--- config.mk ---
export PLATFORM = sky130hd
export DESIGN_NAME = axi_interconnect_crossbar_mresp_merge
export DESIGN_NICKNAME = d
export VERILOG_FILES = /design/src/rtl/axi_interconnect_crossbar_mresp_merge_pkg.sv /design/src/rtl/axi_interconnect_crossbar_mresp_merge_fifogen.sv /design/src/rtl/axi_interconnect_crossbar_mresp_merge.sv
export SDC_FILE = /design/constraint.sdc
export NUM_CORES = 1
export LEC_CHECK = 0
export BUFFER_PORTS_ARGS = -buffer_cell sky130_fd_sc_hd__buf_2
export CAP_MARGIN = 40
export CORE_ASPECT_RATIO = 0.75
export CORE_MARGIN = 2
export CORE_UTILIZATION = 31
export CTS_CLUSTER_DIAMETER = 100
export CTS_CLUSTER_SIZE = 10
export DETAILED_ROUTE_END_ITERATION = 16
export PLACE_DENSITY = 0.51
export SYNTH_ARGS = -nofsm -noshare
export SYNTH_HDL_FRONTEND = slang
export SYNTH_HIERARCHICAL = 1
export SYNTH_SLANG_ARGS = --single-unit
--- constraint.sdc ---
create_clock -name clk_sys -period 2.8 [get_ports clk_sys]
set_input_delay 0.14 -clock clk_sys [delete_from_list [all_inputs] [get_ports clk_sys]]
set_output_delay 0.14 -clock clk_sys [all_outputs]
set_load 0.03 [all_outputs]
--- src/rtl/axi_interconnect_crossbar_mresp_merge_pkg.sv ---
// Shared definitions for the crossbar response-merge slice: request-entry field offsets,
// DECERR encoding, FSM state type and the width helper.
package axi_interconnect_crossbar_mresp_merge_pkg;

  localparam logic [1:0] RespDecerr = 2'b11;
  localparam int         LenW       = 8;

  typedef enum logic [1:0] {StIdle, StFwd, StDerr} state_e;

  // Bits needed to hold x; never less than 1 so single-entry indices stay legal.
  function automatic int log2(input int x);
    int r;
    r = 1;
    for (int i = 0; i < 31; i++) begin
      if (x >= (1 << i)) r = i + 1;
    end
    return r;
  endfunction

  // req_id is packed {decerr, master one-hot, slave idx, ID}.
  function automatic int sid_base(input int width_id);
    return width_id;
  endfunction

  function automatic int oh_base(input int width_id, input int width_sid);
    return width_id + width_sid;
  endfunction

  function automatic int decerr_pos(input int width_id, input int width_sid, input int num_master);
    return width_id + width_sid + num_master;
  endfunction

endpackage

--- src/rtl/axi_interconnect_crossbar_mresp_merge_fifogen.sv ---
// Single-clock fall-through FIFO: rd_data shows the oldest entry, rd_en acknowledges it.
module axi_interconnect_fifogen #(
  parameter int    PA_DW       = 16,
  parameter int    PB_DW       = 16,
  parameter int    PA_AW       = 2,
  parameter string RD_AS_ACK   = "TRUE",
  parameter string CLOCK_ASYNC = "FALSE"
) (
  input  logic             clk_sys,
  input  logic             rst_n,
  input  logic             wr_en,
  input  logic [PA_DW-1:0] wr_data,
  input  logic             rd_en,
  output logic [PB_DW-1:0] rd_data,
  output logic             empty,
  output logic             full
);

  localparam int Depth = 1 << PA_AW;

  if (PA_DW != PB_DW || RD_AS_ACK != "TRUE" || CLOCK_ASYNC != "FALSE") begin : g_param_check
    $error("axi_interconnect_fifogen: only symmetric, read-as-ack, single-clock supported");
  end

  logic [PA_DW-1:0] mem_q [Depth];
  logic [PA_AW-1:0] wr_ptr_q, rd_ptr_q;
  logic [PA_AW:0]   cnt_q, cnt_d;
  logic             full_q;
  logic             do_wr, do_rd;

  assign empty   = (cnt_q == '0);
  assign full    = full_q;
  assign do_rd   = rd_en && !empty;
  // A write into a full queue is allowed only when an entry leaves on the same edge.
  assign do_wr   = wr_en && (!full_q || do_rd);
  assign rd_data = mem_q[rd_ptr_q];

  always_comb begin
    cnt_d = cnt_q;
    if (do_wr && !do_rd) begin
      cnt_d = cnt_q + (PA_AW + 1)'(1);
    end else if (!do_wr && do_rd) begin
      cnt_d = cnt_q - (PA_AW + 1)'(1);
    end
  end

  always_ff @(posedge clk_sys or negedge rst_n) begin
    if (!rst_n) begin
      wr_ptr_q <= '0;
      rd_ptr_q <= '0;
      cnt_q    <= '0;
      full_q   <= 1'b0;
    end else begin
      if (do_wr) wr_ptr_q <= wr_ptr_q + PA_AW'(1);
      if (do_rd) rd_ptr_q <= rd_ptr_q + PA_AW'(1);
      cnt_q  <= cnt_d;
      full_q <= (cnt_d == {1'b1, {PA_AW{1'b0}}});
    end
  end

  always_ff @(posedge clk_sys) begin
    if (do_wr) mem_q[wr_ptr_q] <= wr_data;
  end

endmodule

--- src/rtl/axi_interconnect_crossbar_mresp_merge.sv ---
// In-order response merge for one upstream slave port: follows the oldest routed request,
// passes the owning master's R/B beats through with the original ID, or fabricates DECERR.
module axi_interconnect_crossbar_mresp_merge
  import axi_interconnect_crossbar_mresp_merge_pkg::*;
#(
  parameter int MODE_READ         = 1,
  parameter int NUM_SLAVE         = 1,
  parameter int NUM_MASTER        = 1,
  parameter int WIDTH_ID          = 4,
  parameter int WIDTH_RESPINFO    = 35,
  parameter int NUM_OUTSTANDING   = 4,
  parameter int WIDTH_OUTSTANDING = log2(NUM_OUTSTANDING - 1),
  parameter int WIDTH_SALVE       = log2(NUM_SLAVE - 1),
  parameter int U_DLY             = 1
) (
  input  logic                                      clk_sys,
  input  logic                                      rst_n,
  input  logic                                      req_wren,
  input  logic [NUM_MASTER+WIDTH_SALVE+WIDTH_ID:0]  req_id,
  input  logic [7:0]                                req_len,
  output logic                                      req_full,
  output logic                                      req_ovf,
  input  logic [NUM_MASTER*WIDTH_RESPINFO-1:0]      m_resp_info,
  input  logic [NUM_MASTER-1:0]                     m_resp_valid,
  output logic [NUM_MASTER-1:0]                     m_resp_ready,
  output logic [WIDTH_ID+WIDTH_RESPINFO-1:0]        resp_info,
  output logic [WIDTH_SALVE-1:0]                    resp_sid,
  output logic                                      resp_valid,
  input  logic                                      resp_ready
);

  localparam int ReqW      = NUM_MASTER + WIDTH_SALVE + WIDTH_ID + 1;
  localparam int EntW      = ReqW + LenW;
  localparam int SidBase   = sid_base(WIDTH_ID);
  localparam int OhBase    = oh_base(WIDTH_ID, WIDTH_SALVE);
  localparam int DecerrPos = decerr_pos(WIDTH_ID, WIDTH_SALVE, NUM_MASTER);

  if (NUM_MASTER < 1 || NUM_MASTER > 4 || NUM_SLAVE < 1 || U_DLY < 0 ||
      NUM_OUTSTANDING != (1 << WIDTH_OUTSTANDING)) begin : g_param_check
    $error("axi_interconnect_crossbar_mresp_merge: unsupported parameter set");
  end

  logic [EntW-1:0]           fifo_rdata;
  logic                      fifo_empty, fifo_full;
  logic [ReqW-1:0]           ent_req;
  logic [LenW-1:0]           ent_len;
  logic                      ent_derr;
  logic                      pop, hs, last_beat, txn_end;
  logic [WIDTH_RESPINFO-1:0] payload;

  state_e            state_q;
  logic [ReqW-2:0]   head_q;
  logic [LenW-1:0]   cnt_q;
  logic              ovf_q;

  logic [WIDTH_ID-1:0]    head_id;
  logic [WIDTH_SALVE-1:0] head_sid;
  logic [NUM_MASTER-1:0]  head_oh;

  axi_interconnect_fifogen #(
    .PA_DW       (EntW),
    .PB_DW       (EntW),
    .PA_AW       (WIDTH_OUTSTANDING),
    .RD_AS_ACK   ("TRUE"),
    .CLOCK_ASYNC ("FALSE")
  ) u_req_fifo (
    .clk_sys (clk_sys),
    .rst_n   (rst_n),
    .wr_en   (req_wren),
    .wr_data ({req_id, req_len}),
    .rd_en   (pop),
    .rd_data (fifo_rdata),
    .empty   (fifo_empty),
    .full    (fifo_full)
  );

  assign ent_req  = fifo_rdata[EntW-1:LenW];
  assign ent_len  = fifo_rdata[LenW-1:0];
  // An empty one-hot would never be answered by any master, so it is answered locally.
  assign ent_derr = ent_req[DecerrPos] || (ent_req[OhBase +: NUM_MASTER] == '0);

  assign head_id  = head_q[WIDTH_ID-1:0];
  assign head_sid = head_q[SidBase +: WIDTH_SALVE];
  assign head_oh  = head_q[OhBase +: NUM_MASTER];

  always_comb begin
    payload      = '0;
    resp_valid   = 1'b0;
    m_resp_ready = '0;
    last_beat    = 1'b0;
    case (state_q)
      StFwd: begin
        // Descending scan so the lowest set bit is the one finally selected.
        for (int i = NUM_MASTER - 1; i >= 0; i--) begin
          if (head_oh[i]) begin
            payload         = m_resp_info[i*WIDTH_RESPINFO +: WIDTH_RESPINFO];
            resp_valid      = m_resp_valid[i];
            m_resp_ready    = '0;
            m_resp_ready[i] = resp_ready;
          end
        end
        last_beat = (MODE_READ == 0) || payload[WIDTH_RESPINFO-1];
      end
      StDerr: begin
        resp_valid   = 1'b1;
        payload[1:0] = RespDecerr;
        if (MODE_READ != 0) payload[WIDTH_RESPINFO-1] = (cnt_q == '0);
        last_beat = (MODE_READ == 0) || (cnt_q == '0);
      end
      default: ;
    endcase
  end

  assign hs        = resp_valid && resp_ready;
  assign txn_end   = hs && last_beat;
  assign pop       = !fifo_empty && ((state_q == StIdle) || txn_end);
  assign resp_info = (state_q == StIdle) ? '0 : {head_id, payload};
  assign resp_sid  = (state_q == StIdle) ? '0 : head_sid;
  assign req_full  = fifo_full;
  assign req_ovf   = ovf_q;

  always_ff @(posedge clk_sys or negedge rst_n) begin
    if (!rst_n) begin
      state_q <= StIdle;
      head_q  <= '0;
      cnt_q   <= '0;
    end else if (pop) begin
      state_q <= ent_derr ? StDerr : StFwd;
      head_q  <= ent_req[ReqW-2:0];
      cnt_q   <= ent_len;
    end else if (txn_end) begin
      state_q <= StIdle;
    end else if ((state_q == StDerr) && hs) begin
      cnt_q <= cnt_q - 8'd1;
    end
  end

  always_ff @(posedge clk_sys or negedge rst_n) begin
    if (!rst_n) begin
      ovf_q <= 1'b0;
    end else if (req_wren && fifo_full && !pop) begin
      ovf_q <= 1'b1;
    end
  end

endmodule
==> impl_results.html, run 1 <==
<table>
<tr><th>Metric</th><th>Value</th></tr>
<tr><th colspan="2">Floorplanning</th></tr>
<tr><td>Core Area</td><td>about 0.012 mm2</td></tr>
<tr><td>IO Pins</td><td>about 100</td></tr>
<tr><td>Initial core utilization</td><td>0.322</td></tr>
<tr><td>Die Ht</td><td>slightly above 100 um</td></tr>
<tr><td>Die area</td><td>0.0138 mm2</td></tr>
<tr><td>Floorplan die width</td><td>~140 um</td></tr>
<tr><td>Count of standard-cell rows</td><td>35</td></tr>
<tr><th colspan="2">Hold path</th></tr>
<tr><td>Worst min-delay path startpoint</td><td>req_len[2]</td></tr>
<tr><td>End point of the worst hold path</td><td>u_req_fifo/mem_q[3][2]</td></tr>
<tr><td>Hold path cells</td><td>1</td></tr>
<tr><td>Tightest Hold Check Type</td><td>in -&gt; reg</td></tr>
<tr><th colspan="2">Run</th></tr>
<tr><td>Count of max-cap constraint violations</td><td>0</td></tr>
<tr><th colspan="2">Logic synthesis</th></tr>
<tr><td>Number of different library cells in the post-synthesis netlist</td><td>46</td></tr>
<tr><td>Share of the synthesized area in the top cell type</td><td>0.450</td></tr>
<tr><td>Asr flop ratio synth</td><td>0.294</td></tr>
<tr><td>Synthesized area divided by synthesized cell count</td><td>between 15 and 20 um2</td></tr>
<tr><td>Most used flip-flop cell after synthesis</td><td>edfxtp_1</td></tr>
<tr><td>Mapped cell area</td><td>0.00400 mm2</td></tr>
<tr><td>Post-Synthesis Net Count</td><td>333</td></tr>
<tr><td>Biggest area consumer among synthesized cells</td><td>edfxtp_1</td></tr>
<tr><td>Count of flip-flops with a built-in enable after synthesis</td><td>60</td></tr>
<tr><td>Cell types with the largest area share after synthesis</td><td>edfxtp_1, dfrtp_1, mux4_2, and2_1, ha_1</td></tr>
<tr><td>Instance count of the mapped netlist</td><td>between 200 and 300</td></tr>
<tr><td>Count of synthesis-stage warnings from yosys</td><td>6</td></tr>
<tr><td>Sequential element share of the synthesized area</td><td>0.606</td></tr>
<tr><td>Flops &amp; latches, synth</td><td>85</td></tr>
<tr><td>Most common library cells after synthesis</td><td>edfxtp_1, and2_1, dfrtp_1</td></tr>
<tr><td>Most frequent cell after synthesis</td><td>edfxtp_1</td></tr>
<tr><th colspan="2">Cells and area</th></tr>
<tr><td>Non-Filler Instances</td><td>between 500 and 600</td></tr>
<tr><td>Synthesis-to-layout area growth</td><td>27.3%</td></tr>
<tr><td>Final net count</td><td>444</td></tr>
<tr><td>Diode count</td><td>0</td></tr>
<tr><td>Fraction of layout instances using a drive strength above 1</td><td>0.424</td></tr>
<tr><th colspan="2">Global route</th></tr>
<tr><td>Global-route wire length before repair</td><td>between 10 and 15 mm</td></tr>
<tr><td>Total Routing Usage GR</td><td>0.133</td></tr>
<tr><td>Overflow left after global routing</td><td>0</td></tr>
<tr><td>Number of global-route vias before repair</td><td>around 2600</td></tr>
<tr><td>Maximum number of pins on one net before global-route repair</td><td>33</td></tr>
<tr><td>Initial antenna violation count</td><td>0</td></tr>
<tr><th colspan="2">Clock network</th></tr>
<tr><td>Clock transition at path regs</td><td>about 0.06 ns</td></tr>
<tr><td>H-Tree Level Count</td><td>3</td></tr>
<tr><td>Cell at the root of the clock tree</td><td>clkbuf_16</td></tr>
<tr><td>Buffers from clock root to sink, at most</td><td>2</td></tr>
<tr><td>Clock insertion delay at the later pin of the skew report</td><td>between 0.3 and 0.4 ns</td></tr>
<tr><td>Cts bufs inserted</td><td>9</td></tr>
<tr><td>TritonCTS clock tree</td><td>done</td></tr>
<tr><td>Number of clock sinks</td><td>85</td></tr>
<tr><th colspan="2">Setup path</th></tr>
<tr><td>CP Data Arrival Time</td><td>~2.8 ns</td></tr>
<tr><td>Crit Path Max Fanout</td><td>15</td></tr>
<tr><td>Kind of end point of the critical path</td><td>flip-flop</td></tr>
<tr><td>Reg-to-Reg End</td><td>u_req_fifo/mem_q[1][7]</td></tr>
<tr><td>Worst R2R Setup Slack</td><td>0.009 ns</td></tr>
<tr><td>CP Launch Type</td><td>flip-flop</td></tr>
<tr><td>Critical Setup Path Class</td><td>reg -&gt; reg</td></tr>
<tr><td>Reg2reg path depth</td><td>9</td></tr>
<tr><td>Critical Path RT</td><td>approximately 2.8 ns</td></tr>
<tr><td>RR Startpoint</td><td>u_req_fifo/cnt_q[1]</td></tr>
<tr><th colspan="2">STA</th></tr>
<tr><td>Share of the cycle needed by the critical path after routing</td><td>0.997</td></tr>
<tr><td>Number of max-slew violations in the final report</td><td>0</td></tr>
<tr><td>Setup repair after global routing missed its margin</td><td>true</td></tr>
<tr><td>Endpoints failing setup</td><td>0</td></tr>
<tr><td>Final worst clock skew</td><td>0.00553 ns</td></tr>
<tr><td>Smallest setup slack after layout</td><td>slightly above 0.009 ns</td></tr>
<tr><td>Least-Margin Pin Slew</td><td>~0.67 ns</td></tr>
<tr><td>Final Hold Viols</td><td>0</td></tr>
<tr><td>FMAX</td><td>approximately 0.36 GHz</td></tr>
<tr><td>Slew HR</td><td>0.552</td></tr>
<tr><td>Minimum clock period after layout</td><td>between 2 and 3 ns</td></tr>
<tr><th colspan="2">Placed design</th></tr>
<tr><td>DP Wirelength</td><td>approximately 6.3 mm</td></tr>
<tr><td>Final GP Congestion</td><td>0.777</td></tr>
<tr><td>Post-place setup slack</td><td>0.0453 ns</td></tr>
<tr><td>Quantity of I/O buffers inserted on ports</td><td>between 90 and 100</td></tr>
<tr><td>Cells after DPL</td><td>about 530</td></tr>
<tr><th colspan="2">Detailed routing</th></tr>
<tr><td>Via-per-instance ratio</td><td>4.64</td></tr>
<tr><td>Post-route ant nets</td><td>0</td></tr>
<tr><td>DRT Wirelength</td><td>roughly 8.8 mm</td></tr>
<tr><td>Count of unresolved DRC violations after routing</td><td>0</td></tr>
<tr><td>DRC violation total after the first TritonRoute iteration</td><td>94</td></tr>
<tr><td>Detailed-route wire length per cell</td><td>roughly 16 um</td></tr>
<tr><td>Length of the first detailed-routing pass in iterations</td><td>4</td></tr>
<tr><td>Via count</td><td>2543</td></tr>
<tr><th colspan="2">Outcome</th></tr>
<tr><td>Run status</td><td>completed</td></tr>
<tr><th colspan="2">Power and ir drop</th></tr>
<tr><td>LEAKAGE</td><td>2.18 nW</td></tr>
<tr><td>Ratio of total power to cell area</td><td>between 600 and 700 mW/mm2</td></tr>
<tr><td>Final total power</td><td>~0.0035 W</td></tr>
<tr><td>Highest ir drop seen on vdd</td><td>0.000385 V</td></tr>
</table>
logic make-up (layout without fill, tap and decap cells):
family | count (synthesis) | in the layout | synth area share
XOR/XNOR | 12 | 12 | 0.0281
AO/OA/AOI/OAI | 29 | 29 | 0.0647
buffers and inverters | 20 | 136 | 0.0250
multiplexers | 23 | 23 | 0.109
adder cells (fa/ha/maj) | 12 | 12 | 0.0375
AND/OR/NAND/NOR | 85 | 85 | 0.129
flip-flops | 85 | 85 | 0.606
worst max-delay path, cell delays in order, from the launching register on:
cell and delay [ns]:
dfrtp_1 0.41, inv_1 0.07, ha_1 0.18, ha_1 0.24, nor3_1 0.41, a21oi_4 0.11, inv_1 0.12, nand2b_1 0.10
a21boi_2 0.30, and2_2 0.49
power breakdown:
group	switching [W]	total, W	leakage, nW	internal [W]
clock	0.000449	0.00141	0.171	0.000963
combinational	0.000280	0.000471	1.13	0.000191
sequential	0.0000614	0.00163	0.876	0.00157
worst max-delay path by stage:
stage	from	end	slack (ns)	depth (start not counted)
2_1_floorplan	state_q[1]	u_req_fifo/mem_q[0][0]	0.16	11
3_3_place_gp	u_req_fifo/cnt_q[0]	u_req_fifo/mem_q[1][2]	0.21	9
3_5_place_dp	u_req_fifo/cnt_q[1]	u_req_fifo/mem_q[3][2]	0.05	9
4_1_cts	u_req_fifo/cnt_q[1]	u_req_fifo/mem_q[3][0]	0.03	9
5_1_grt	u_req_fifo/cnt_q[1]	u_req_fifo/mem_q[0][1]	-0.11	9
6_report	u_req_fifo/cnt_q[1]	u_req_fifo/mem_q[1][7]	0.009	9
sequential cells by signal (all words and copies together) (netlist names):
register / count
u_req_fifo/rd_ptr_q: 2
u_req_fifo/wr_ptr_q: 2
req_ovf: 1
u_req_fifo/full: 1
head_q: 6
state_q: 2
u_req_fifo/mem_q: 60
cnt_q: 8
u_req_fifo/cnt_q: 3
cell usage in the layout, fill, tap and decap left out, types with 2 or more instances in the layout:
master     Yosys  routed
a21o_4         2       2
a21oi_1       11      11
a31oi_1        3       3
and2_1        36      32
and2_2         1       4
and3_1         3       3
buf_2          2      98
buf_4          2      11
bufinv_16      0       4
clkbuf_1       4       3
clkbuf_16      0       9
dfrtp_1       25      25
edfxtp_1      60      60
ha_1          12      12
inv_1         10      10
mux2_2         4       4
mux2_4         3       3
mux4_2        15      15
nand2_1        6       6
nand2b_1       3       3
nand3_1        3       3
nor2_1        15      15
nor2b_1        7       7
nor3_1         3       3
o21ai_0        3       3
xnor2_1        7       7
xor2_1         4       4
repair_timing:
action / 4_1_cts / 5_1_grt
resized for setup: 0 / 1
hold endpoints to repair: 25 / 0
buffers inserted: 0 / 0
hold buffers: 1 / 0
setup endpoints to repair: 0 / 60
layout make-up:
| type | instances | area (um2) |
|---|---|---|
| fill | 1166 | 7340 |
| sequential | 85 | 2430 |
| multi-input combinational | 161 | 1480 |
| timing repair buffer | 110 | 583 |
| clock buffer | 12 | 236 |
| tap | 166 | 208 |
| clock inverter | 4 | 120 |
| inverter | 10 | 37.5 |
per-layer routing:
| layer | wire length (um) | GRT usage |
|---|---|---|
| met3 | 657 | 0.0352 |
| met5 | 0 | 0 |
| met4 | 108 | 0.0441 |
| met2 | 4260 | 0.240 |
| met1 | 3730 | 0.155 |
per-stage QoR:
stage               instance area [um2]  hold WS (ns)  setup TNS (ns)  utilization
floorplan                          4010        -0.156               0            -
global placement                   4730         0.207               0        0.380
detailed placement                 4730         0.224               0        0.380
CTS                                5090        0.0109               0        0.409
global route                       5090        0.0122           -4.58        0.410
finish                             5090        0.0181               0        0.410
(Power assumes the default switching activity.)
==> run 2, diff against run 1 <==
- ABC_AREA: unset -> 1
==> run 2 against run 1 <==
  * Wire length grew 11%
  * Synthesized cell count up 65%
  * Global-route usage increased by 0.59 points
  * Final area rose by 0.76%
  * Setup slack improved by 0.50 ns
  * Die area up 4.5%
  * First-iteration DRC count is 140% higher
  * Via count grew 23%
==> impl_results.html, run 2 <==
<table>
<tr><th>Metric</th><th>Value</th></tr>
<tr><th colspan="2">Setup path</th></tr>
<tr><td>Setup crit end</td><td>u_req_fifo/mem_q[1][5]</td></tr>
<tr><td>Critical path launch point</td><td>cnt_q[0]</td></tr>
<tr><td>Worst R2R Setup Slack</td><td>0.51 ns (+0.50 ns)</td></tr>
<tr><td>Reg2reg path depth</td><td>13 (+4)</td></tr>
<tr><td>RR Startpoint</td><td>cnt_q[0]</td></tr>
<tr><td>CP Launch Type</td><td>flip-flop</td></tr>
<tr><td>Kind of end point of the critical path</td><td>flip-flop</td></tr>
<tr><td>Critical Setup Path Class</td><td>reg -&gt; reg</td></tr>
<tr><td>Reg-to-Reg End</td><td>u_req_fifo/mem_q[1][5]</td></tr>
<tr><td>CP Data Arrival Time</td><td>2.32 ns (-0.45 ns)</td></tr>
<tr><td>Crit Path Max Fanout</td><td>15 (unchanged)</td></tr>
<tr><td>Critical Path RT</td><td>2.83 ns (+0.05 ns)</td></tr>
<tr><th colspan="2">Cells and area</th></tr>
<tr><td>Largest registers in the final layout</td><td>u_req_fifo/mem_q x60, cnt_q x8, head_q x6</td></tr>
<tr><td>Diode count</td><td>0 (unchanged)</td></tr>
<tr><td>Number of flip-flops under the largest register name</td><td>60 (unchanged)</td></tr>
<tr><td>Filler Cell Count</td><td>1302 (+12%)</td></tr>
<tr><td>Top reg by flops</td><td>u_req_fifo/mem_q</td></tr>
<tr><td>Fraction of layout instances using a drive strength above 1</td><td>0.276 (-0.148)</td></tr>
<tr><td>Synthesis-to-layout area growth</td><td>22.5%</td></tr>
<tr><td>Non-Filler Instances</td><td>718 (+31%)</td></tr>
<tr><td>Final net count</td><td>609 (+37%)</td></tr>
<tr><td>Most common cell after layout, fill and taps aside</td><td>buf_2</td></tr>
<tr><td>Top library cells by usage in the layout, fill and taps aside</td><td>buf_2, nor2_1, inv_1</td></tr>
<tr><th colspan="2">Global route</th></tr>
<tr><td>Number of global-route vias before repair</td><td>3036 (+15%)</td></tr>
<tr><td>Overflow left after global routing</td><td>0 (unchanged)</td></tr>
<tr><td>Initial antenna violation count</td><td>0 (unchanged)</td></tr>
<tr><td>Maximum number of pins on one net before global-route repair</td><td>33 (unchanged)</td></tr>
<tr><td>Global-route wire length before repair</td><td>15.7 mm (+16%)</td></tr>
<tr><td>Total Routing Usage GR</td><td>0.138 (+0.00591)</td></tr>
<tr><th colspan="2">Detailed routing</th></tr>
<tr><td>DRC violation total after the first TritonRoute iteration</td><td>226 (+140%)</td></tr>
<tr><td>DRT Wirelength</td><td>9.68 mm (+11%)</td></tr>
<tr><td>Post-route ant nets</td><td>0 (unchanged)</td></tr>
<tr><td>Via-per-instance ratio</td><td>4.36 (-6.1%)</td></tr>
<tr><td>Via count</td><td>3130 (+23%)</td></tr>
<tr><td>Count of unresolved DRC violations after routing</td><td>0 (unchanged)</td></tr>
<tr><td>Detailed-route wire length per cell</td><td>13.5 um (-16%)</td></tr>
<tr><td>Length of the first detailed-routing pass in iterations</td><td>7 (+3)</td></tr>
<tr><th colspan="2">Run</th></tr>
<tr><td>Count of max-cap constraint violations</td><td>0 (unchanged)</td></tr>
<tr><th colspan="2">Floorplanning</th></tr>
<tr><td>Core Area</td><td>0.0131 mm2 (+5.4%)</td></tr>
<tr><td>Count of standard-cell rows</td><td>36 (+2.9%)</td></tr>
<tr><td>IO Pins</td><td>99 (unchanged)</td></tr>
<tr><td>Floorplan die width</td><td>138 um (+2.3%)</td></tr>
<tr><td>Initial core utilization</td><td>0.320 (-0.00215)</td></tr>
<tr><td>Die area</td><td>0.0145 mm2 (+4.5%)</td></tr>
<tr><td>Die Ht</td><td>105 um (+2.2%)</td></tr>
<tr><th colspan="2">STA</th></tr>
<tr><td>FMAX</td><td>0.436 GHz (+22%)</td></tr>
<tr><td>Share of the cycle needed by the critical path after routing</td><td>0.819 (-0.177)</td></tr>
<tr><td>Number of max-slew violations in the final report</td><td>0 (unchanged)</td></tr>
<tr><td>Final Hold Viols</td><td>0 (unchanged)</td></tr>
<tr><td>Smallest setup slack after layout</td><td>0.506 ns (+0.496 ns)</td></tr>
<tr><td>Least-Margin Pin Slew</td><td>0.619 ns (-0.0529 ns)</td></tr>
<tr><td>Endpoints failing setup</td><td>0 (unchanged)</td></tr>
<tr><td>Slew HR</td><td>0.587 (+0.0353)</td></tr>
<tr><td>Minimum clock period after layout</td><td>2.29 ns (-0.496 ns)</td></tr>
<tr><td>Final worst clock skew</td><td>0.00515 ns (-0.000377 ns)</td></tr>
<tr><td>Hold Worst Slack</td><td>0.0272 ns (+0.00902 ns)</td></tr>
<tr><td>Setup repair after global routing missed its margin</td><td>false</td></tr>
<tr><th colspan="2">Logic synthesis</th></tr>
<tr><td>Most frequent cell after synthesis</td><td>nor2_1</td></tr>
<tr><td>Post-Synthesis Net Count</td><td>505 (+52%)</td></tr>
<tr><td>Most common library cells after synthesis</td><td>nor2_1, inv_1, edfxtp_1</td></tr>
<tr><td>Mapped cell area</td><td>0.00419 mm2 (+4.7%)</td></tr>
<tr><td>Cell types with the largest area share after synthesis</td><td>edfxtp_1, dfrtp_1, nor2_1, inv_1, nand2_1</td></tr>
<tr><td>Share of the synthesized area in the top cell type</td><td>0.430 (-0.0202)</td></tr>
<tr><td>Flops &amp; latches, synth</td><td>85 (unchanged)</td></tr>
<tr><td>Instance count of the mapped netlist</td><td>438 (+65%)</td></tr>
<tr><td>Count of flip-flops with a built-in enable after synthesis</td><td>60 (unchanged)</td></tr>
<tr><td>Most used flip-flop cell after synthesis</td><td>edfxtp_1</td></tr>
<tr><td>Count of synthesis-stage warnings from yosys</td><td>6 (unchanged)</td></tr>
<tr><td>Asr flop ratio synth</td><td>0.294 (unchanged)</td></tr>
<tr><td>Biggest area consumer among synthesized cells</td><td>edfxtp_1</td></tr>
<tr><td>Number of different library cells in the post-synthesis netlist</td><td>30 (-35%)</td></tr>
<tr><td>Synthesized area divided by synthesized cell count</td><td>9.57 um2 (-36%)</td></tr>
<tr><td>Sequential element share of the synthesized area</td><td>0.579 (-0.0272)</td></tr>
<tr><th colspan="2">Clock network</th></tr>
<tr><td>Buffers from clock root to sink, at most</td><td>2 (unchanged)</td></tr>
<tr><td>Clock insertion delay at the later pin of the skew report</td><td>0.34 ns (about the same)</td></tr>
<tr><td>TritonCTS clock tree</td><td>done</td></tr>
<tr><td>Clock transition at path regs</td><td>0.06 ns (about the same)</td></tr>
<tr><td>Number of clock sinks</td><td>85 (unchanged)</td></tr>
<tr><td>Cts bufs inserted</td><td>9 (unchanged)</td></tr>
<tr><td>H-Tree Level Count</td><td>3 (unchanged)</td></tr>
<tr><td>Cell at the root of the clock tree</td><td>clkbuf_16</td></tr>
<tr><th colspan="2">Hold path</th></tr>
<tr><td>Worst min-delay path startpoint</td><td>req_id[6]</td></tr>
<tr><td>Tightest Hold Check Type</td><td>in -&gt; reg</td></tr>
<tr><th colspan="2">Power and ir drop</th></tr>
<tr><td>Highest ir drop seen on vdd</td><td>0.000379 V (-1.5%)</td></tr>
<tr><td>Ratio of total power to cell area</td><td>1040 mW/mm2 (+50%)</td></tr>
<tr><td>LEAKAGE</td><td>2.43 nW (+12%)</td></tr>
<tr><th colspan="2">Outcome</th></tr>
<tr><td>Run status</td><td>completed</td></tr>
<tr><th colspan="2">Placed design</th></tr>
<tr><td>DP Wirelength</td><td>7.38 mm (+18%)</td></tr>
<tr><td>Cells after DPL</td><td>701 (+32%)</td></tr>
<tr><td>Post-place setup slack</td><td>0.491 ns (+0.446 ns)</td></tr>
<tr><td>Final GP Congestion</td><td>0.801 (+3.1%)</td></tr>
<tr><td>Quantity of I/O buffers inserted on ports</td><td>98 (unchanged)</td></tr>
</table>
run 2: cell count changes in the layout (fill, tap and decap cells not counted), sizes merged, moves of 7 or more:
cell   previous run  this run
inv              10        76
nand2             6        60
and2             37         0
nor2b             7         0
nand3             3        25
mux4             15         0
o22ai             0        15
o21ai             3        40
mux2              7         0
nor2             15        91
run 2: layer usage:
metal	routed length, um	track usage
met5	0	0
met4	146	0.0481
met3	465	0.0376
met2	4590	0.223
met1	4480	0.181
run 2: final cells by class:
class / instances / area [um2] / area share
repair buffers: 109 / 576 / 0.112
clock buffers: 10 / 229 / 0.0446
clock inverters: 6 / 30.0 / 0.00585
well taps: 171 / 214 / 0.0417
flip-flops and latches: 85 / 2430 / 0.473
inverters: 76 / 285 / 0.0556
multi-input cells: 261 / 1370 / 0.267
run 2: power breakdown:
part | total (W) | switching (W) | internal (W) | leakage, nW
clock network | 0.00103 | 0.000445 | 0.000589 | 0.129
logic | 0.00236 | 0.00160 | 0.000767 | 1.45
registers | 0.00192 | 0.000183 | 0.00174 | 0.852
run 2: metrics by stage:
step | total power [W] | TNS (ns) | area [um2] | util
floorplan | 0.00374 | -8.06 | 4190 | -
global placement | 0.00432 | 0 | 4860 | 0.371
detailed placement | 0.00433 | 0 | 4860 | 0.371
CTS | 0.00539 | 0 | 5130 | 0.392
global route | 0.00576 | 0 | 5130 | 0.392
finish | 0.00531 | 0 | 5130 | 0.392
run 2: cell families after synthesis:
group / count (synthesis) / synth area share
DFF: 85 / 0.579
adders and majority gates: 12 / 0.0358
xor gates and xnor gates: 8 / 0.0167
buffers and inverters: 92 / 0.0935
AOI/OAI and AO/OA: 63 / 0.0881
and+or+nand+nor: 178 / 0.187
run 2: how the worst min path moves through the flow:
stage	endpoint	slack (ns)	depth (start not counted)
4_1_cts	u_req_fifo/mem_q[0][14]	0.01	1
2_1_floorplan	cnt_q[0]	-0.16	0
6_report	u_req_fifo/mem_q[0][14]	0.03	1
3_3_place_gp	head_q[0]	0.19	1
5_1_grt	u_req_fifo/mem_q[3][10]	0.01	1
3_5_place_dp	head_q[0]	0.19	1
run 2: timing repair:
item	4_1_cts	5_1_grt
resized for setup	0	0
hold buffers	1	0
buffers inserted	0	0
hold endpoints to repair	25	0
run 2: worst max-delay path, stage by stage, from the launching register on:
cell and delay, ns:
dfrtp_1 0.39, inv_1 0.14, ha_1 0.17, nand2_1 0.05
nor2_1 0.12, nand2_2 0.08, nand2_4 0.08, nand3_4 0.10
a21oi_4 0.15, inv_2 0.04, nor2_2 0.15, o21ai_2 0.14
nor2_1 0.11, buf_4 0.25
==> run 3, diff against run 2 <==
- ABC_AREA: 1 -> 0
- clock period: 2.8 -> 1.95 ns (I/O delays scaled with it)
==> run 3 against run 2 <==
  * The run now ends with setup timing left
  * Critical path depth fell by 4
  * Wire length grew 6.3%
  * Register-to-register slack lost 0.69 ns
  * Fmax up 7.4%
  * Via count fell by 11%
  * Cell count fell by 16%
  * Count of clock-buffer cells in the layout is 1 lower
  * Hold slack got worse by 0.013 ns
  * Clock skew up 0.0019 ns
  * Critical path type unchanged
  * Largest power group is now registers
==> impl_results.html, run 3 (synthesis results as in run 1) <==
<table>
<tr><th>Metric</th><th>Value</th></tr>
<tr><th colspan="2">Outcome</th></tr>
<tr><td>Run status</td><td>complete, but fails checks</td></tr>
<tr><td>Failing checks</td><td>setup timing</td></tr>
<tr><th colspan="2">Hold path</th></tr>
<tr><td>Worst min-delay path startpoint</td><td>req_id[6]</td></tr>
<tr><td>Tightest Hold Check Type</td><td>in -&gt; reg</td></tr>
<tr><td>End point of the worst hold path</td><td>u_req_fifo/mem_q[2][14]</td></tr>
<tr><td>Hold path cells</td><td>1 (unchanged)</td></tr>
<tr><th colspan="2">Power and ir drop</th></tr>
<tr><td>Share of total power consumed by net switching</td><td>0.272 (-0.146)</td></tr>
<tr><td>Clock share of power</td><td>0.315 (+0.121)</td></tr>
<tr><td>Relative contribution of combinational cells to total power</td><td>0.212 (-0.232)</td></tr>
<tr><td>Part of the total power dissipated in sequential elements</td><td>0.472 (+0.111)</td></tr>
<tr><td>Ratio of total power to cell area</td><td>830 mW/mm2 (-20%)</td></tr>
<tr><td>Switch Pwr</td><td>0.00134 W (-40%)</td></tr>
<tr><td>Int Pwr</td><td>0.00360 W (+16%)</td></tr>
<tr><td>LEAKAGE</td><td>2.47 nW (+1.4%)</td></tr>
<tr><td>Highest ir drop seen on vdd</td><td>0.000575 V (+52%)</td></tr>
<tr><td>Final total power</td><td>0.00494 W (-7.0%)</td></tr>
<tr><th colspan="2">Floorplanning</th></tr>
<tr><td>Core Area</td><td>0.0124 mm2 (-5.1%)</td></tr>
<tr><td>Die Ht</td><td>102 um (-2.2%)</td></tr>
<tr><td>IO Pins</td><td>99 (unchanged)</td></tr>
<tr><td>Floorplan die width</td><td>135 um (-2.2%)</td></tr>
<tr><td>Count of standard-cell rows</td><td>35 (-2.8%)</td></tr>
<tr><td>Die area</td><td>0.0138 mm2 (-4.3%)</td></tr>
<tr><td>Initial core utilization</td><td>0.322 (+0.00215)</td></tr>
<tr><th colspan="2">Setup path</th></tr>
<tr><td>Critical path launch point</td><td>state_q[0]</td></tr>
<tr><td>CP Launch Type</td><td>flip-flop</td></tr>
<tr><td>Reg2reg path depth</td><td>9 (-4)</td></tr>
<tr><td>RR Startpoint</td><td>state_q[0]</td></tr>
<tr><td>Kind of end point of the critical path</td><td>flip-flop</td></tr>
<tr><td>Critical Setup Path Class</td><td>reg -&gt; reg</td></tr>
<tr><td>Critical Path RT</td><td>1.98 ns (-0.85 ns)</td></tr>
<tr><td>Crit Path Max Fanout</td><td>8 (-7)</td></tr>
<tr><td>Worst R2R Setup Slack</td><td>-0.19 ns (-0.69 ns)</td></tr>
<tr><td>Reg-to-Reg End</td><td>u_req_fifo/mem_q[3][2]</td></tr>
<tr><td>CP Data Arrival Time</td><td>2.17 ns (-0.15 ns)</td></tr>
<tr><th colspan="2">STA</th></tr>
<tr><td>Hold Worst Slack</td><td>0.0137 ns (-0.0135 ns)</td></tr>
<tr><td>Number of max-slew violations in the final report</td><td>0 (unchanged)</td></tr>
<tr><td>Share of the cycle needed by the critical path after routing</td><td>1.10 (+0.276)</td></tr>
<tr><td>Smallest setup slack after layout</td><td>-0.186 ns (-0.692 ns)</td></tr>
<tr><td>Endpoints failing setup</td><td>73 (+73)</td></tr>
<tr><td>Slew HR</td><td>0.604 (+0.0163)</td></tr>
<tr><td>Final Hold Viols</td><td>0 (unchanged)</td></tr>
<tr><td>Final worst clock skew</td><td>0.00709 ns (+0.00194 ns)</td></tr>
<tr><td>FMAX</td><td>0.468 GHz (+7.4%)</td></tr>
<tr><td>Least-Margin Pin Slew</td><td>0.594 ns (-0.0245 ns)</td></tr>
<tr><td>Minimum clock period after layout</td><td>2.14 ns (-0.158 ns)</td></tr>
<tr><td>Setup repair after global routing missed its margin</td><td>true</td></tr>
<tr><th colspan="2">Placed design</th></tr>
<tr><td>Quantity of I/O buffers inserted on ports</td><td>98 (unchanged)</td></tr>
<tr><td>Instance area after placement</td><td>0.00499 mm2 (+2.6%)</td></tr>
<tr><td>Final GP Congestion</td><td>0.755 (-5.6%)</td></tr>
<tr><td>DP Wirelength</td><td>6.49 mm (-12%)</td></tr>
<tr><th colspan="2">Clock network</th></tr>
<tr><td>Number of clock sinks</td><td>85 (unchanged)</td></tr>
<tr><td>H-Tree Level Count</td><td>3 (unchanged)</td></tr>
<tr><td>Clock insertion delay at the later pin of the skew report</td><td>0.33 ns (about the same)</td></tr>
<tr><td>Cell at the root of the clock tree</td><td>clkbuf_16</td></tr>
<tr><td>Cts bufs inserted</td><td>9 (unchanged)</td></tr>
<tr><td>Clock transition at path regs</td><td>0.06 ns (about the same)</td></tr>
<tr><td>TritonCTS clock tree</td><td>done</td></tr>
<tr><td>Buffers from clock root to sink, at most</td><td>2 (unchanged)</td></tr>
<tr><th colspan="2">Cells and area</th></tr>
<tr><td>Largest registers in the final layout</td><td>u_req_fifo/mem_q x60, cnt_q x8, head_q x6</td></tr>
<tr><td>Fraction of layout instances using a drive strength above 1</td><td>0.599 (+0.323)</td></tr>
<tr><td>Final net count</td><td>496 (-19%)</td></tr>
<tr><td>Number of flip-flops under the largest register name</td><td>60 (unchanged)</td></tr>
<tr><td>Most common cell after layout, fill and taps aside</td><td>buf_2</td></tr>
<tr><td>Synthesis-to-layout area growth</td><td>48.7%</td></tr>
<tr><td>Top library cells by usage in the layout, fill and taps aside</td><td>buf_2, edfxtp_1, and2_4, buf_6, buf_4</td></tr>
<tr><td>Diode count</td><td>0 (unchanged)</td></tr>
<tr><td>Top reg by flops</td><td>u_req_fifo/mem_q</td></tr>
<tr><td>Final Cell Area</td><td>0.00595 mm2 (+16%)</td></tr>
<tr><th colspan="2">Run</th></tr>
<tr><td>Count of max-cap constraint violations</td><td>0 (unchanged)</td></tr>
<tr><th colspan="2">Detailed routing</th></tr>
<tr><td>Post-route ant nets</td><td>0 (unchanged)</td></tr>
<tr><td>Length of the first detailed-routing pass in iterations</td><td>4 (-3)</td></tr>
<tr><td>Top Metal Used</td><td>met4</td></tr>
<tr><td>Metal1 wirelength</td><td>4.60 mm (+2.6%)</td></tr>
<tr><td>Via-per-instance ratio</td><td>4.65 (+6.7%)</td></tr>
<tr><td>DRT Wirelength</td><td>10.3 mm (+6.3%)</td></tr>
<tr><td>DRC violation total after the first TritonRoute iteration</td><td>81 (-64%)</td></tr>
<tr><td>Count of unresolved DRC violations after routing</td><td>0 (unchanged)</td></tr>
<tr><td>Detailed-routed wire length on met2</td><td>4.98 mm (+8.5%)</td></tr>
<tr><td>Via count</td><td>2790 (-11%)</td></tr>
<tr><td>Routed wl met3</td><td>580 um (+25%)</td></tr>
<tr><td>Detailed-route wire length per cell</td><td>17.1 um (+27%)</td></tr>
<tr><th colspan="2">Global route</th></tr>
<tr><td>Maximum number of pins on one net before global-route repair</td><td>26 (-21%)</td></tr>
<tr><td>Total Routing Usage GR</td><td>0.143 (+0.00416)</td></tr>
<tr><td>Number of global-route vias before repair</td><td>2749 (-9.5%)</td></tr>
<tr><td>Overflow left after global routing</td><td>0 (unchanged)</td></tr>
<tr><td>Initial antenna violation count</td><td>0 (unchanged)</td></tr>
<tr><td>Global-route wire length before repair</td><td>14.6 mm (-7.0%)</td></tr>
</table>
## run 3: how the worst max path moves through the flow
stage	depth (start not counted)	slack [ns]	to
after floorplan	11	-0.35	u_req_fifo/mem_q[0][0]
after global placement	9	-0.24	u_req_fifo/mem_q[0][5]
after detailed placement	9	-0.34	u_req_fifo/mem_q[2][5]
after CTS	9	-0.22	u_req_fifo/mem_q[3][0]
after global routing	9	-0.28	u_req_fifo/mem_q[3][13]
final	9	-0.19	u_req_fifo/mem_q[3][2]
## run 3: power groups by stage
stage / combinational [W] / sequential, W / clock, W
floorplan: 0.000479 / 0.00236 / 0
global placement: 0.000782 / 0.00236 / 0
detailed placement: 0.000812 / 0.00237 / 0
CTS: 0.00106 / 0.00233 / 0.00160
global route: 0.00115 / 0.00235 / 0.00167
finish: 0.00105 / 0.00233 / 0.00156
## run 3: stage by stage
stage	cells	util	setup slack [ns]	setup TNS (ns)
2_1_floorplan	266	-	-0.347	-21.44
3_3_place_gp	556	0.401	-0.238	-14.41
3_5_place_dp	556	0.401	-0.344	-20.89
4_1_cts	598	0.458	-0.217	-13.05
5_1_grt	600	0.479	-0.283	-19.53
6_report	600	0.479	-0.186	-10.58
## run 3: worst max-delay path, cell delays in order (launching register included)
cell      delay, ns
dfrtp_1        0.40
inv_2          0.12
ha_4           0.17
and4bb_4       0.24
a21o_4         0.13
a21oi_4        0.05
inv_2          0.08
nand2b_4       0.10
a21boi_4       0.25
and2_4         0.29
## run 3: timing repair
action,in CTS,in global routing
hold buffers,14,0
cloned,7,1
resized for setup,56,84
endpoints found under the hold margin,77,0
endpoints found under the setup margin,108,110
setup buffers,6,2
pin swaps,19,14
## run 3: layout make-up
type	count	area, um2
tap	166	208
timing repair buffer	157	1210
clock buffer	9	225
clock inverter	7	50.0
sequential	85	2430
multi-input combinational	166	1790
inverter	10	37.5
fill	1054	6480
## run 3: routing by layer
layer,track usage,vias to the layer above
met1,0.179,1359
li1,-,1305
met5,0,-
met4,0.0505,0
met2,0.249,115
met3,0.0283,11
